<file path="config.mk">
export PLATFORM = sky130hd
export DESIGN_NAME = seq_detect_fsm
export DESIGN_NICKNAME = d
export VERILOG_FILES = /design/src/rtl/seq_detect_pkg.sv /design/src/rtl/sat_counter.sv /design/src/rtl/seq_detect_fsm.sv
export SDC_FILE = /design/constraint.sdc
export NUM_CORES = 1
export LEC_CHECK = 0
export CORE_MARGIN = 2
export CORE_UTILIZATION = 40
export DETAILED_ROUTE_END_ITERATION = 10
export PLACE_DENSITY = 0.7
export SYNTH_ARGS = -nofsm -noshare
export SYNTH_HDL_FRONTEND = slang
export SYNTH_HIERARCHICAL = 1
export SYNTH_SLANG_ARGS = --single-unit
</file>
<file path="constraint.sdc">
create_clock -name clk -period 1.9 [get_ports clk]
set_input_delay 0.38 -clock clk [delete_from_list [all_inputs] [get_ports clk]]
set_output_delay 0.38 -clock clk [all_outputs]
set_load 0.05 [all_outputs]
</file>
<file path="src/rtl/seq_detect_pkg.sv">
// Shared types and helpers for the programmable sequence detector.
//   mode_e : behaviour once the full pattern has been seen
//   sym_at : extract symbol k from a packed pattern (symbol 0 in the LSBs)
package seq_detect_pkg;

  typedef enum logic {MODE_RESTART = 1'b0, MODE_STICKY = 1'b1} mode_e;

  // Upper bounds for the generic symbol extractor; callers cast to real widths.
  localparam int unsigned PAT_MAX_W = 256;
  localparam int unsigned SYM_MAX_W = 32;

  // Symbol k of a pattern whose symbols are sym_w bits wide.
  function automatic logic [SYM_MAX_W-1:0] sym_at(input logic [PAT_MAX_W-1:0] pattern,
                                                   input int unsigned sym_w,
                                                   input int unsigned k);
    logic [PAT_MAX_W-1:0] mask;
    mask = (PAT_MAX_W'(1) << sym_w) - PAT_MAX_W'(1);
    return SYM_MAX_W'((pattern >> (k * sym_w)) & mask);
  endfunction

endpackage

</file>
<file path="src/rtl/sat_counter.sv">
// Saturating up-counter with synchronous clear.
//   clk, reset : clock, synchronous active-high reset
//   clr        : clear to zero (wins over inc)
//   inc        : add one unless already at all-ones
//   count      : registered count value
module sat_counter #(
  parameter int unsigned W = 8
) (
  input  logic         clk,
  input  logic         reset,
  input  logic         clr,
  input  logic         inc,
  output logic [W-1:0] count
);

  always_ff @(posedge clk) begin
    if (reset || clr) begin
      count <= '0;
    end else if (inc && (count != {W{1'b1}})) begin
      count <= count + W'(1);
    end
  end

endmodule

</file>
<file path="src/rtl/seq_detect_fsm.sv">
// Programmable Moore sequence detector with restart-only fallback.
//   clk, reset                         : clock, synchronous active-high reset
//   in_valid, in                       : qualified input symbol stream
//   cfg_load, cfg_pattern, cfg_sticky  : runtime pattern/mode load (restarts progress)
//   cnt_clr                            : clear match_count
//   out                                : progress index (registered Moore state)
//   match                              : registered, high while progress == SEQ_LEN
//   match_count                        : saturating count of completed matches
module seq_detect_fsm
  import seq_detect_pkg::*;
#(
  parameter int unsigned                SYM_W           = 2,
  parameter int unsigned                SEQ_LEN         = 3,
  parameter int unsigned                CNT_W           = 8,
  parameter logic [SEQ_LEN*SYM_W-1:0]   DEFAULT_PATTERN = 6'b111001,
  parameter logic                       DEFAULT_STICKY  = 1'b1
) (
  input  logic                           clk,
  input  logic                           reset,
  input  logic                           in_valid,
  input  logic [SYM_W-1:0]               in,
  input  logic                           cfg_load,
  input  logic [SEQ_LEN*SYM_W-1:0]       cfg_pattern,
  input  logic                           cfg_sticky,
  input  logic                           cnt_clr,
  output logic [$clog2(SEQ_LEN+1)-1:0]   out,
  output logic                           match,
  output logic [CNT_W-1:0]               match_count
);

  localparam int unsigned P_W   = $clog2(SEQ_LEN + 1);
  localparam int unsigned PAT_W = SEQ_LEN * SYM_W;

  logic [PAT_W-1:0] pat_q;
  mode_e            mode_q;
  logic [P_W-1:0]   p_q;
  logic [P_W-1:0]   p_nx;
  logic             full;
  logic             hit_cur;
  logic             hit_first;
  logic             hit_last;
  logic             inc;

  // Symbol compares against the stored pattern and the next progress value.
  always_comb begin
    full      = (p_q == P_W'(SEQ_LEN));
    hit_cur   = (in == SYM_W'(sym_at(PAT_MAX_W'(pat_q), SYM_W, 32'(p_q))));
    hit_first = (in == SYM_W'(sym_at(PAT_MAX_W'(pat_q), SYM_W, 0)));
    hit_last  = (in == SYM_W'(sym_at(PAT_MAX_W'(pat_q), SYM_W, SEQ_LEN - 1)));
    p_nx      = p_q;
    if (!full) begin
      if (hit_cur) begin
        p_nx = p_q + P_W'(1);
      end else begin
        p_nx = hit_first ? P_W'(1) : P_W'(0);
      end
    end else if (!((mode_q == MODE_STICKY) && hit_last)) begin
      p_nx = hit_first ? P_W'(1) : P_W'(0);
    end
    // Only the final-symbol step into S_SEQ_LEN counts; sticky holds do not.
    inc = in_valid && !cfg_load && (p_q == P_W'(SEQ_LEN - 1)) && hit_cur;
  end

  // Progress state, registered match flag and configuration registers.
  always_ff @(posedge clk) begin
    if (reset) begin
      p_q    <= '0;
      match  <= 1'b0;
      pat_q  <= DEFAULT_PATTERN;
      mode_q <= mode_e'(DEFAULT_STICKY);
    end else if (cfg_load) begin
      p_q    <= '0;
      match  <= 1'b0;
      pat_q  <= cfg_pattern;
      mode_q <= mode_e'(cfg_sticky);
    end else if (in_valid) begin
      p_q    <= p_nx;
      match  <= (p_nx == P_W'(SEQ_LEN));
    end
  end

  assign out = p_q;

  sat_counter #(
    .W (CNT_W)
  ) u_match_cnt (
    .clk   (clk),
    .reset (reset),
    .clr   (cnt_clr),
    .inc   (inc),
    .count (match_count)
  );

endmodule
</file>
==> reports/summary.txt, run 1 <==
Clock Sink Count = 18
Pre-CTS setup slack = -0.523 ns
First-pass GRT wire length = 4.34 mm
Total GRT Usage = 17.1%
Clk pwr share = 30.3%
Antenna viol nets, final = 0
Via density = 5.46
DRT Pass-1 Iters = 4
Lkg Pwr = 0.602 nW
Final setup margin = -0.0557 ns
Sequential-to-total area share from yosys stat = 33.5%
Final instance area = 1500 um^2
Syn Std Cell Area = 1080 um^2
Io pins = 25
RSZ-0062 raised after global routing = true
CP required = 2.10 ns
Syn Area/Cell = 9.12 um^2
DRT iter0 DRCs = 26
Sw Share = 25.3%
CP bufs+invs = 0
Synth cell count leaders = dfxtp_1 (18), nand2_1 (10), mux2i_1 (9)
Pwr dens = 530 nW/um^2
Drt wl/cell = 13.8 um
Worst-path clk slew = 0.10 ns
Total CTS buffers = 3
Highest Signal Layer = met4
Async SR Flop Fraction = 0%
Clock root buffer = clkbuf_4
Outcome = finished, violations left
Share of the synthesized area in the top cell type = 33.5%
Largest delay contributor family on the critical path = simple AND/OR/NAND/NOR gates
H-tree levels = 1
Switching pwr = 0.000201 W
Final Setup Violations = 1
Placeable Area = 2520 um^2
Critical Path Fanout Max = 6
Logic pwr share = 19.6%
Share of cells above drive strength 1 = 31.6%
VDD IR-drop max = 0.521 mV
Met2 wire len = 1.25 mm
Setup crit end kind = flop
Hold Vio Cnt, Final = 0
Fmax achieved = 511 MHz
Die Area = 3120 um^2
Final worst path period need = 1.96 ns
Unique cell type count in the Yosys netlist = 41
Setup crit start kind = flop
Clock Path Buffers = 2
Total routed wirelength = 2.55 mm
Post-Route Skew = 0.00737 ns
Worst-Margin Slew = 0.493 ns
Floorplan row count = 18
Post-synth top area cell = dfxtp_1
Initial Utilization = 42.7%
Post-synth EDFFs = 0
Hold buffer count at cts = 0
CP Class = flop to flop
Vias in the first global route = 969
Fin nets = 173
Initial antenna violation count = 0
CTS tree = done
Later-pin clock latency in the skew report = 0.30 ns
Hpwl dp = 1.88 mm
Crit path cell chain = mux2i_2 -> nor3b_2 -> o22ai_2 -> nor3_4 -> nand3_1 -> or4_1 -> and3_1
Die width = 55.9 um
Arr. time, crit path = 2.15 ns
Largest net degree at the start of global routing = 15
Yosys reg bits = 18
Area Growth Syn to Fin = 39.4%
Synth warn = 6
Die Y = 55.9 um
Total of max-cap violations = 0
GP Congestion = 0.849
N_diodes = 0
Synth area leaders = dfxtp_1 (33%), mux2i_1 (8.4%), a211o_1 (4.1%)
Internal Power = 0.000594 W
Leading cell type by number of instances after synthesis = dfxtp_1
Hold Crit Class = flop to flop
DRC = 0
Top_reg_cell synth = dfxtp_1
Critical-path top delay cell = dfxtp_4
Total number of vias = 1,011
Rel. slew slack = 67.1%
Port bufs = 24
Failing checks = negative setup slack
Syn Nets = 135
Routed met3 length = 108 um
Placed cell area = 1420 um^2
CP max stage delay = 0.42 ns
Period Utilization, post-route = 103%
Pins over their slew limit = 0
M1 WL = 1.15 mm
Seq pwr share = 50.1%
Gate count of the mapped netlist = 118
Remaining global-route overflow = 0
[layout by cell type, fill, tap and decap left out, types with 2 or more instances in the layout]
| cell | netlist | final |
|---|---|---|
| buf_4 | 1 | 24 |
| dfxtp_1 | 18 | 16 |
| clkdlybuf4s50_1 | 0 | 12 |
| nand2_1 | 10 | 10 |
| nor2b_1 | 7 | 7 |
| mux2i_1 | 9 | 7 |
| nand3_1 | 5 | 5 |
| a211o_1 | 5 | 5 |
| nand2b_1 | 4 | 4 |
| xnor2_1 | 4 | 4 |
| nor2_1 | 4 | 4 |
| inv_1 | 3 | 3 |
| nand4_1 | 3 | 3 |
| or3_1 | 3 | 3 |
| a21oi_2 | 1 | 3 |
| ha_1 | 3 | 3 |
| clkbuf_4 | 0 | 3 |
| a21oi_1 | 5 | 3 |
| nand4b_1 | 2 | 2 |
| o221ai_1 | 2 | 2 |
| nor3b_2 | 2 | 2 |
| o21ai_0 | 2 | 2 |
| dlygate4sd2_1 | 0 | 2 |
| dfxtp_4 | 0 | 2 |
| and3_1 | 2 | 2 |
| and3b_1 | 2 | 2 |
[power groups by stage]
stage          logic [W]  clock network [W]  registers, W
6_report        0.000156           0.000241      0.000398
5_1_grt         0.000170           0.000266      0.000401
4_1_cts         0.000152           0.000249      0.000397
3_5_place_dp    0.000150                  0      0.000404
3_3_place_gp    0.000146                  0      0.000404
2_1_floorplan  0.0000786                  0      0.000406
[sequential cells by signal (all words and copies together), names as in the netlist]
register,flops
u_match_cnt/count,8
out,2
match,1
pat_q,6
mode_q,1
[cell type report]
class | instances | area, um^2
timing repair buffer | 38 | 318
sequential | 18 | 368
tap | 30 | 37.5
multi-input combinational | 92 | 729
clock buffer | 4 | 36.3
fill | 227 | 1020
inverter | 3 | 11.3
[routing by layer]
layer | up-vias | track usage (%)
met4 | 0 | 6.12
met3 | 6 | 3.02
li1 | 506 | -
met1 | 476 | 21.4
met5 | - | 0
met2 | 23 | 29.6
[logic make-up after synthesis]
group,share of synthesized area (%)
xor gates and xnor gates,3.26
DFF,33.5
muxes,9.77
AOI/OAI and AO/OA,15.1
adders and majority gates,3.49
buffers and inverters,3.95
and+or+nand+nor,30.9
[per-stage QoR]
| stage | total power, W | TNS, ns | utilization (%) | hold WS [ns] | cells |
|---|---|---|---|---|---|
| 2_1_floorplan | 0.000484 | -0.317 | - | 0.450 | 118 |
| 6_report | 0.000795 | -0.0557 | 59.5 | 0.498 | 185 |
| 5_1_grt | 0.000837 | -0.537 | 59.5 | 0.539 | 185 |
| 4_1_cts | 0.000797 | -0.176 | 58.2 | 0.504 | 186 |
| 3_5_place_dp | 0.000555 | -4.02 | 56.3 | 0.487 | 181 |
| 3_3_place_gp | 0.000550 | -3.28 | 56.3 | 0.478 | 181 |
[final timing paths]
check / end / slack [ns] / depth (start not counted) / start
worst max-delay path: u_match_cnt/count[6] / -0.06 / 7 / out[0]
worst min-delay path: match / 0.50 / 2 / match
worst max register to register: u_match_cnt/count[6] / -0.06 / 7 / out[0]
worst min register to register: match / 0.50 / 2 / match
[timing repair]
action / in CTS / in global routing
gates resized for setup: 5 / 7
pin swaps: 2 / 3
buffers inserted: 1 / 0
setup endpoints to repair: 8 / 11
cloned: 0 / 0
[tightest hold or removal path, delay by kind of cell, from the launching register on]
kind	cells	cell delay (ns)
compound gates	1	0.05
flops	1	0.33
simple gates	1	0.09
Note: power is estimated with default switching activity, not from simulation.
==> run 2: changes to the inputs <==
--- a/config.mk
+++ b/config.mk
@@ -5,10 +5,11 @@
 export SDC_FILE = /design/constraint.sdc
 export NUM_CORES = 1
 export LEC_CHECK = 0
+export ABC_AREA = 1
 export CORE_MARGIN = 2
 export CORE_UTILIZATION = 40
 export DETAILED_ROUTE_END_ITERATION = 10
-export PLACE_DENSITY = 0.7
+export PLACE_DENSITY = 0.67
 export SYNTH_ARGS = -nofsm -noshare
 export SYNTH_HDL_FRONTEND = slang
 export SYNTH_HIERARCHICAL = 1
==> constraint.sdc (replaced) <==
create_clock -name clk -period 2.21 [get_ports clk]
set_input_delay 0.442 -clock clk [delete_from_list [all_inputs] [get_ports clk]]
set_output_delay 0.442 -clock clk [all_outputs]
set_load 0.05 [all_outputs]
==> reports/summary.txt, run 2 <==
Fmax achieved = 474 MHz
Post-CTS Resized = 0 (was 5)
Total CTS buffers = 3 (unchanged)
Largest Register = u_match_cnt/count (unchanged)
Outcome = completed (was finished, violations left)
Die width = 55.4 um (was 55.9 um)
Crit path cell chain = clkdlybuf4s50_1 (was mux2i_2 -> nor3b_2 -> o22ai_2 -> nor3_4 -> nand3_1 -> or4_1 -> and3_1)
Period Utilization, post-route = 95.4%
Setup crit end kind = output port (was flop)
Pre-CTS setup slack = 0.101 ns (was -0.523 ns)
Arr. time, crit path = 1.67 ns (was 2.15 ns)
First-pass GRT wire length = 4.04 mm (was 4.34 mm)
Async SR Flop Fraction = 0% (unchanged)
Unique cell type count in the Yosys netlist = 24 (was 41)
H-tree levels = 1 (unchanged)
Pwr dens = 481 nW/um^2 (was 530 nW/um^2)
Port bufs = 24 (unchanged)
Share of cells above drive strength 1 = 11.6% (was 31.6%)
Met2 wire len = 1.13 mm (was 1.25 mm)
Synth area leaders = dfxtp_1 (34%), nand2_1 (15%), nand3_1 (7.6%) (was dfxtp_1 (33%), mux2i_1 (8.4%), a211o_1 (4.1%))
Drt wl/cell = 10.5 um (was 13.8 um)
Share of the synthesized area in the top cell type = 34.2% (was 33.5%)
Yosys reg bits = 18 (unchanged)
Critical-path top delay cell = clkdlybuf4s50_1 (was dfxtp_4)
Setup slack, reg-to-reg = 0.32 ns (was -0.06 ns)
Largest delay contributor family on the critical path = buffers and inverters (was simple AND/OR/NAND/NOR gates)
Final worst path period need = 2.11 ns
CP Class = flop to output port (was flop to flop)
Total number of vias = 1,064 (was 1,011)
Initial Utilization = 42.6% (was 42.7%)
Initial antenna violation count = 0 (unchanged)
Highest Signal Layer = met4 (unchanged)
Clock root buffer = clkbuf_4 (unchanged)
Rel. slew slack = 66.7% (was 67.1%)
DRT iter0 DRCs = 48 (was 26)
Post-synth EDFFs = 0 (unchanged)
Floorplan row count = 18 (unchanged)
Via density = 4.86 (was 5.46)
Hold Vio Cnt, Final = 0 (unchanged)
Post-synth top area cell = dfxtp_1 (unchanged)
Commonest non-fill, non-tap cell in the layout = nand2_1 (was buf_4)
Synth cell count leaders = nand2_1 (43), inv_1 (19), dfxtp_1 (18), nor2_1 (18), nand3_1 (16) (was dfxtp_1 (18), nand2_1 (10), mux2i_1 (9))
Hpwl dp = 1.78 mm (was 1.88 mm)
Die Area = 3060 um^2 (was 3120 um^2)
Worst-path clk slew = 0.11 ns (was 0.10 ns)
DRT Pass-1 Iters = 4 (unchanged)
Hold Crit Class = flop to flop (unchanged)
Syn Nets = 177 (was 135)
Most frequent cells in the layout = nand2_1 (43), clkdlybuf4s50_1 (23), inv_1 (19) (was buf_4 (24), dfxtp_1 (16), clkdlybuf4s50_1 (12))
Top_reg_cell synth = dfxtp_1 (unchanged)
CP required = 1.77 ns (was 2.10 ns)
Total routed wirelength = 2.30 mm (was 2.55 mm)
Synth warn = 6 (unchanged)
GP Congestion = 0.819 (was 0.849)
Sequential-to-total area share from yosys stat = 34.2% (was 33.5%)
N_diodes = 0 (unchanged)
Worst-Margin Slew = 0.498 ns (was 0.493 ns)
Syn Std Cell Area = 1050 um^2 (was 1080 um^2)
VDD IR-drop max = 0.383 mV (was 0.521 mV)
Remaining global-route overflow = 0 (unchanged)
Largest register FFs = 8 (unchanged)
CP bufs+invs = 1 (was 0)
Total of max-cap violations = 0 (unchanged)
Io pins = 25 (unchanged)
Die Y = 55.4 um (was 55.9 um)
Area Growth Syn to Fin = 30.7% (was 39.4%)
Syn Area/Cell = 6.59 um^2 (was 9.12 um^2)
Critical Path Fanout Max = 8 (was 6)
Placeable Area = 2480 um^2 (was 2520 um^2)
DRC = 0 (unchanged)
Setup crit start kind = flop (unchanged)
Hold buffer count at cts = 0 (unchanged)
Routed met3 length = 109 um (was 108 um)
Setup_tns = 0 ns (was -0.0557 ns)
Lkg Pwr = 0.623 nW (was 0.602 nW)
Clock Sink Count = 18 (unchanged)
Antenna viol nets, final = 0 (unchanged)
Post-Route Skew = 0.00127 ns (was 0.00737 ns)
Total GRT Usage = 16.2% (was 17.1%)
Total setup buffers inserted after CTS = 0 (was 1)
CP max stage delay = 0.86 ns (was 0.42 ns)
RSZ-0062 raised after global routing = false (was true)
M1 WL = 1.05 mm (was 1.15 mm)
Final Setup Violations = 0 (was 1)
Fin nets = 207 (was 173)
Leading cell type by number of instances after synthesis = nand2_1 (was dfxtp_1)
Power Total = 0.000664 W (was 0.000795 W)
Gate count of the mapped netlist = 160 (was 118)
CTS tree = done (unchanged)
Final setup margin = 0.102 ns (was -0.0557 ns)
Largest net degree at the start of global routing = 12 (was 15)
Pins over their slew limit = 0 (unchanged)
Clock Path Buffers = 2 (unchanged)
Later-pin clock latency in the skew report = 0.30 ns (about the same)
Vias in the first global route = 918 (was 969)
[run 2: cell types whose count changed in the layout (fill, tap and decap cells not counted), sizes merged, moves of 9 or more]
cell / before / now
clkdlybuf4s50: 12 / 23
inv: 3 / 21
nand3: 5 / 18
nor2: 4 / 20
mux2i: 9 / 0
buf: 24 / 3
nand2: 10 / 48
[run 2: layout make-up]
cell class | instances | area (um^2)
clock buffers | 4 | 36.3
flip-flops and latches | 18 | 360
inverters | 22 | 82.6
well taps | 30 | 37.5
fillers | 238 | 1100
repair buffers | 27 | 265
multi-input cells | 118 | 597
[run 2: metrics by stage]
step / instance area [um^2] / std cells / hold slack (ns) / util, %
after CTS: 1380 / 219 / 0.472 / 55.6
after detailed placement: 1340 / 215 / 0.445 / 54.1
after floorplan: 1050 / 160 / 0.425 / -
after global placement: 1340 / 215 / 0.450 / 54.1
after global routing: 1380 / 219 / 0.483 / 55.7
final: 1380 / 219 / 0.474 / 55.7
[run 2: cells by family (layout without fill, tap and decap cells)]
group,Yosys count,after routing,share of synthesized area [%]
buf+inv,24,53,9.25
compound gates,23,23,11.7
simple gates,91,91,40.5
flops,18,18,34.2
fa+ha+maj,3,3,3.56
xor+xnor,1,1,0.831
[run 2: power by group]
group          switching, W  internal, W  total, W
Sequential       0.00000712     0.000334  0.000341
Clock              0.000115     0.000101  0.000216
Combinational     0.0000578    0.0000488  0.000107
[run 2: final timing paths]
check	endpoint	depth (start not counted)	from
hold reg to reg	mode_q	2	mode_q
hold / removal	mode_q	2	mode_q
setup reg to reg	u_match_cnt/count[4]	13	out[0]
setup / recovery	out[0]	1	out[0]
[run 2: worst min-delay path: cells and delay by family (launching register included)]
| family | cells | cell delay [ns] |
|---|---|---|
| DFF | 1 | 0.35 |
| and+or+nand+nor | 2 | 0.10 |
[run 2: layer usage]
metal,track usage [%],vias to the layer above
met5,0,-
met4,3.14,0
met3,4.92,2
met2,27.2,24
met1,20.4,471
li1,-,567
==> run 3: changes to the inputs <==
--- a/config.mk
+++ b/config.mk
@@ -9,8 +9,7 @@
 export CORE_MARGIN = 2
 export CORE_UTILIZATION = 40
 export DETAILED_ROUTE_END_ITERATION = 10
-export PLACE_DENSITY = 0.67
+export PLACE_DENSITY = 0.68
 export SYNTH_ARGS = -nofsm -noshare
 export SYNTH_HDL_FRONTEND = slang
-export SYNTH_HIERARCHICAL = 1
 export SYNTH_SLANG_ARGS = --single-unit
==> constraint.sdc (replaced) <==
create_clock -name clk -period 2.2 [get_ports clk]
set_input_delay 0.44 -clock clk [delete_from_list [all_inputs] [get_ports clk]]
set_output_delay 0.44 -clock clk [all_outputs]
set_load 0.05 [all_outputs]
==> reports/summary.txt, run 3 <==
Gate count of the mapped netlist = 144 (was 160)
Async SR Flop Fraction = 0% (unchanged)
Yosys reg bits = 18 (unchanged)
Post-synth EDFFs = 0 (unchanged)
CP max stage delay = 0.86 ns (about the same)
Die Area = 2880 um^2 (was 3060 um^2)
Clk pwr share = 31.3% (was 32.5%)
Pins over their slew limit = 0 (unchanged)
Setup crit start kind = flop (unchanged)
Seq pwr share = 52.6% (was 51.4%)
CP required = 1.76 ns (was 1.77 ns)
Total CTS buffers = 3 (unchanged)
Initial antenna violation count = 0 (unchanged)
CTS tree = done (unchanged)
Hpwl dp = 1.80 mm (was 1.78 mm)
Floorplan row count = 18 (unchanged)
Largest net degree at the start of global routing = 11 (was 12)
Synth warn = 0 (was 6)
RSZ-0062 raised after global routing = false (unchanged)
Fmax achieved = 478 MHz
Sequential-to-total area share from yosys stat = 36.5% (was 34.2%)
N_diodes = 0 (unchanged)
First-pass GRT wire length = 4.00 mm (was 4.04 mm)
Reg2Reg Depth = 11 (was 13)
Die width = 53.7 um (was 55.4 um)
Total GRT Usage = 18.8% (was 16.2%)
Outcome = completed (unchanged)
Final setup margin = 0.108 ns (was 0.102 ns)
Area Growth Syn to Fin = 33.5% (was 30.7%)
Share of cells above drive strength 1 = 10.3% (was 11.6%)
Placeable Area = 2410 um^2 (was 2480 um^2)
Clock Sink Count = 18 (unchanged)
Post-Route Skew = 0.0109 ns (was 0.00127 ns)
Setup slack, reg-to-reg = 0.57 ns (was 0.32 ns)
CP bufs+invs = 1 (unchanged)
DRC = 0 (unchanged)
Synth cell count leaders = nand2_1 (35), dfxtp_1 (18), a21oi_1 (17), inv_1 (17), nand3_1 (12) (was nand2_1 (43), inv_1 (19), dfxtp_1 (18), nor2_1 (18), nand3_1 (16))
Clock root buffer = clkbuf_4 (unchanged)
Hold Path Stages = 2 (unchanged)
Worst-path clk slew = 0.11 ns (about the same)
Worst-Margin Slew = 0.500 ns (was 0.498 ns)
Drt wl/cell = 11.0 um (was 10.5 um)
Synth area leaders = dfxtp_1 (36%), nand2_1 (13%), a21oi_1 (8.6%) (was dfxtp_1 (34%), nand2_1 (15%), nand3_1 (7.6%))
Fin nets = 192 (was 207)
Commonest non-fill, non-tap cell in the layout = nand2_1 (unchanged)
Fill cells = 246 (was 238)
Final instance area = 1320 um^2 (was 1380 um^2)
Lkg Pwr = 0.580 nW (was 0.623 nW)
Beginning of the worst hold path = pat_q[2] (was mode_q)
Total routed wirelength = 2.24 mm (was 2.30 mm)
Clock Path Buffers = 2 (unchanged)
Rel. slew slack = 66.6% (was 66.7%)
Leading cell type by number of instances after synthesis = nand2_1 (unchanged)
Remaining global-route overflow = 0 (unchanged)
Reg2reg end = u_match_cnt.count[4] (was u_match_cnt/count[4])
DRT iter0 DRCs = 25 (was 48)
Total setup buffers inserted after CTS = 0 (unchanged)
Setup_tns = 0 ns (unchanged)
Syn Std Cell Area = 988 um^2 (was 1050 um^2)
Switching pwr = 0.000168 W (was 0.000180 W)
Post-Place Cells = 200 (was 215)
Post-synth top area cell = dfxtp_1 (unchanged)
Port bufs = 24 (unchanged)
Via density = 4.94 (was 4.86)
H-tree levels = 1 (unchanged)
Total of max-cap violations = 0 (unchanged)
Setup crit end kind = output port (unchanged)
Syn Nets = 161 (was 177)
Vias in the first global route = 1,006 (was 918)
Largest delay contributor family on the critical path = buffers and inverters (unchanged)
Hold buffer count at cts = 0 (unchanged)
Total number of vias = 1,008 (was 1,064)
Worst Hold End = pat_q[2] (was mode_q)
Antenna viol nets, final = 0 (unchanged)
Logic pwr share = 16.2% (was 16.1%)
Unique cell type count in the Yosys netlist = 23 (was 24)
Sw Share = 25.9% (was 27.1%)
Most frequent cells in the layout = nand2_1 (35), clkdlybuf4s50_1 (24), dfxtp_1 (18) (was nand2_1 (43), clkdlybuf4s50_1 (23), inv_1 (19))
Top_reg_cell synth = dfxtp_1 (unchanged)
VDD IR-drop max = 0.380 mV (was 0.383 mV)
Pre-CTS setup slack = 0.164 ns (was 0.101 ns)
Hold Vio Cnt, Final = 0 (unchanged)
CP startpoint = out[0] (unchanged)
Post-CTS Resized = 0 (unchanged)
Later-pin clock latency in the skew report = 0.29 ns (was 0.30 ns)
Final Setup Violations = 0 (unchanged)
Placed cell area = 1280 um^2 (was 1340 um^2)
Die Y = 53.7 um (was 55.4 um)
Internal Power = 0.000483 W (was 0.000484 W)
Largest register FFs = 8 (unchanged)
Hold Crit Class = flop to flop (unchanged)
Period Utilization, post-route = 95.1%
Critical-path top delay cell = clkdlybuf4s50_1 (unchanged)
Pwr dens = 493 nW/um^2 (was 481 nW/um^2)
Io pins = 25 (unchanged)
Critical Path Fanout Max = 7 (was 8)
Reg2Reg Launch Point = out[0] (unchanged)
Arr. time, crit path = 1.65 ns (was 1.67 ns)
Share of the synthesized area in the top cell type = 36.5% (was 34.2%)
Non-Filler Instances = 204 (was 219)
GP Congestion = 0.781 (was 0.819)
CP Class = flop to output port (unchanged)
Crit path cell chain = clkdlybuf4s50_1 (unchanged)
DRT Pass-1 Iters = 4 (unchanged)
Largest Register = u_match_cnt.count (was u_match_cnt/count)
Final worst path period need = 2.09 ns
Syn Area/Cell = 6.86 um^2 (was 6.59 um^2)
Initial Utilization = 41.0% (was 42.6%)
-- run 3: layout make-up --
class / count / area, um^2 / area share (%)
multi-input cells: 103 / 539 / 40.9
flip-flops and latches: 18 / 360 / 27.3
repair buffers: 27 / 263 / 19.9
inverters: 22 / 83.8 / 6.35
well taps: 30 / 37.5 / 2.84
clock buffers: 4 / 36.3 / 2.75
-- run 3: through the flow --
step	total power [W]	hold WS (ns)	utilization, %
after floorplan	0.000411	0.433	-
after global placement	0.000452	0.447	53.3
after detailed placement	0.000455	0.457	53.3
after CTS	0.000663	0.474	54.8
after global routing	0.000690	0.495	54.8
final	0.000651	0.469	54.8
-- run 3: power by group through the flow --
stage,combinational [W],sequential (W),clock (W)
floorplan,0.0000583,0.000352,0
global placement,0.000103,0.000350,0
detailed placement,0.000105,0.000350,0
CTS,0.000105,0.000342,0.000215
global route,0.000118,0.000344,0.000227
finish,0.000105,0.000343,0.000204
-- run 3: tightest hold or removal path: stages (launching register included) --
cell     delay [ns]
dfxtp_1        0.32
inv_1          0.06
a21oi_1        0.06
-- run 3: logic make-up after synthesis --
kind of cell / synth area share, %
AOI/OAI and AO/OA: 14.7
xor gates and xnor gates: 0.886
adders and majority gates: 3.80
buffers and inverters: 8.99
DFF: 36.5
and+or+nand+nor: 35.2
-- run 3: worst max path at each step --
| stage | cells after the start | to | slack (ns) |
|---|---|---|---|
| floorplan | 8 | u_match_cnt.count[5] | 0.42 |
| global placement | 10 | out[0] | 0.26 |
| detailed placement | 10 | out[0] | 0.16 |
| CTS | 1 | out[0] | 0.10 |
| global route | 1 | out[0] | 0.04 |
| finish | 1 | out[0] | 0.11 |
-- run 3: routing by layer --
metal  vias up  wire length (um)  GRT usage (%)
met5         -                 0              0
met3         2                87           4.17
met1       456              1030           21.3
met2        18              1100           33.5
met4         0                15           7.69
li1        532                 -              -
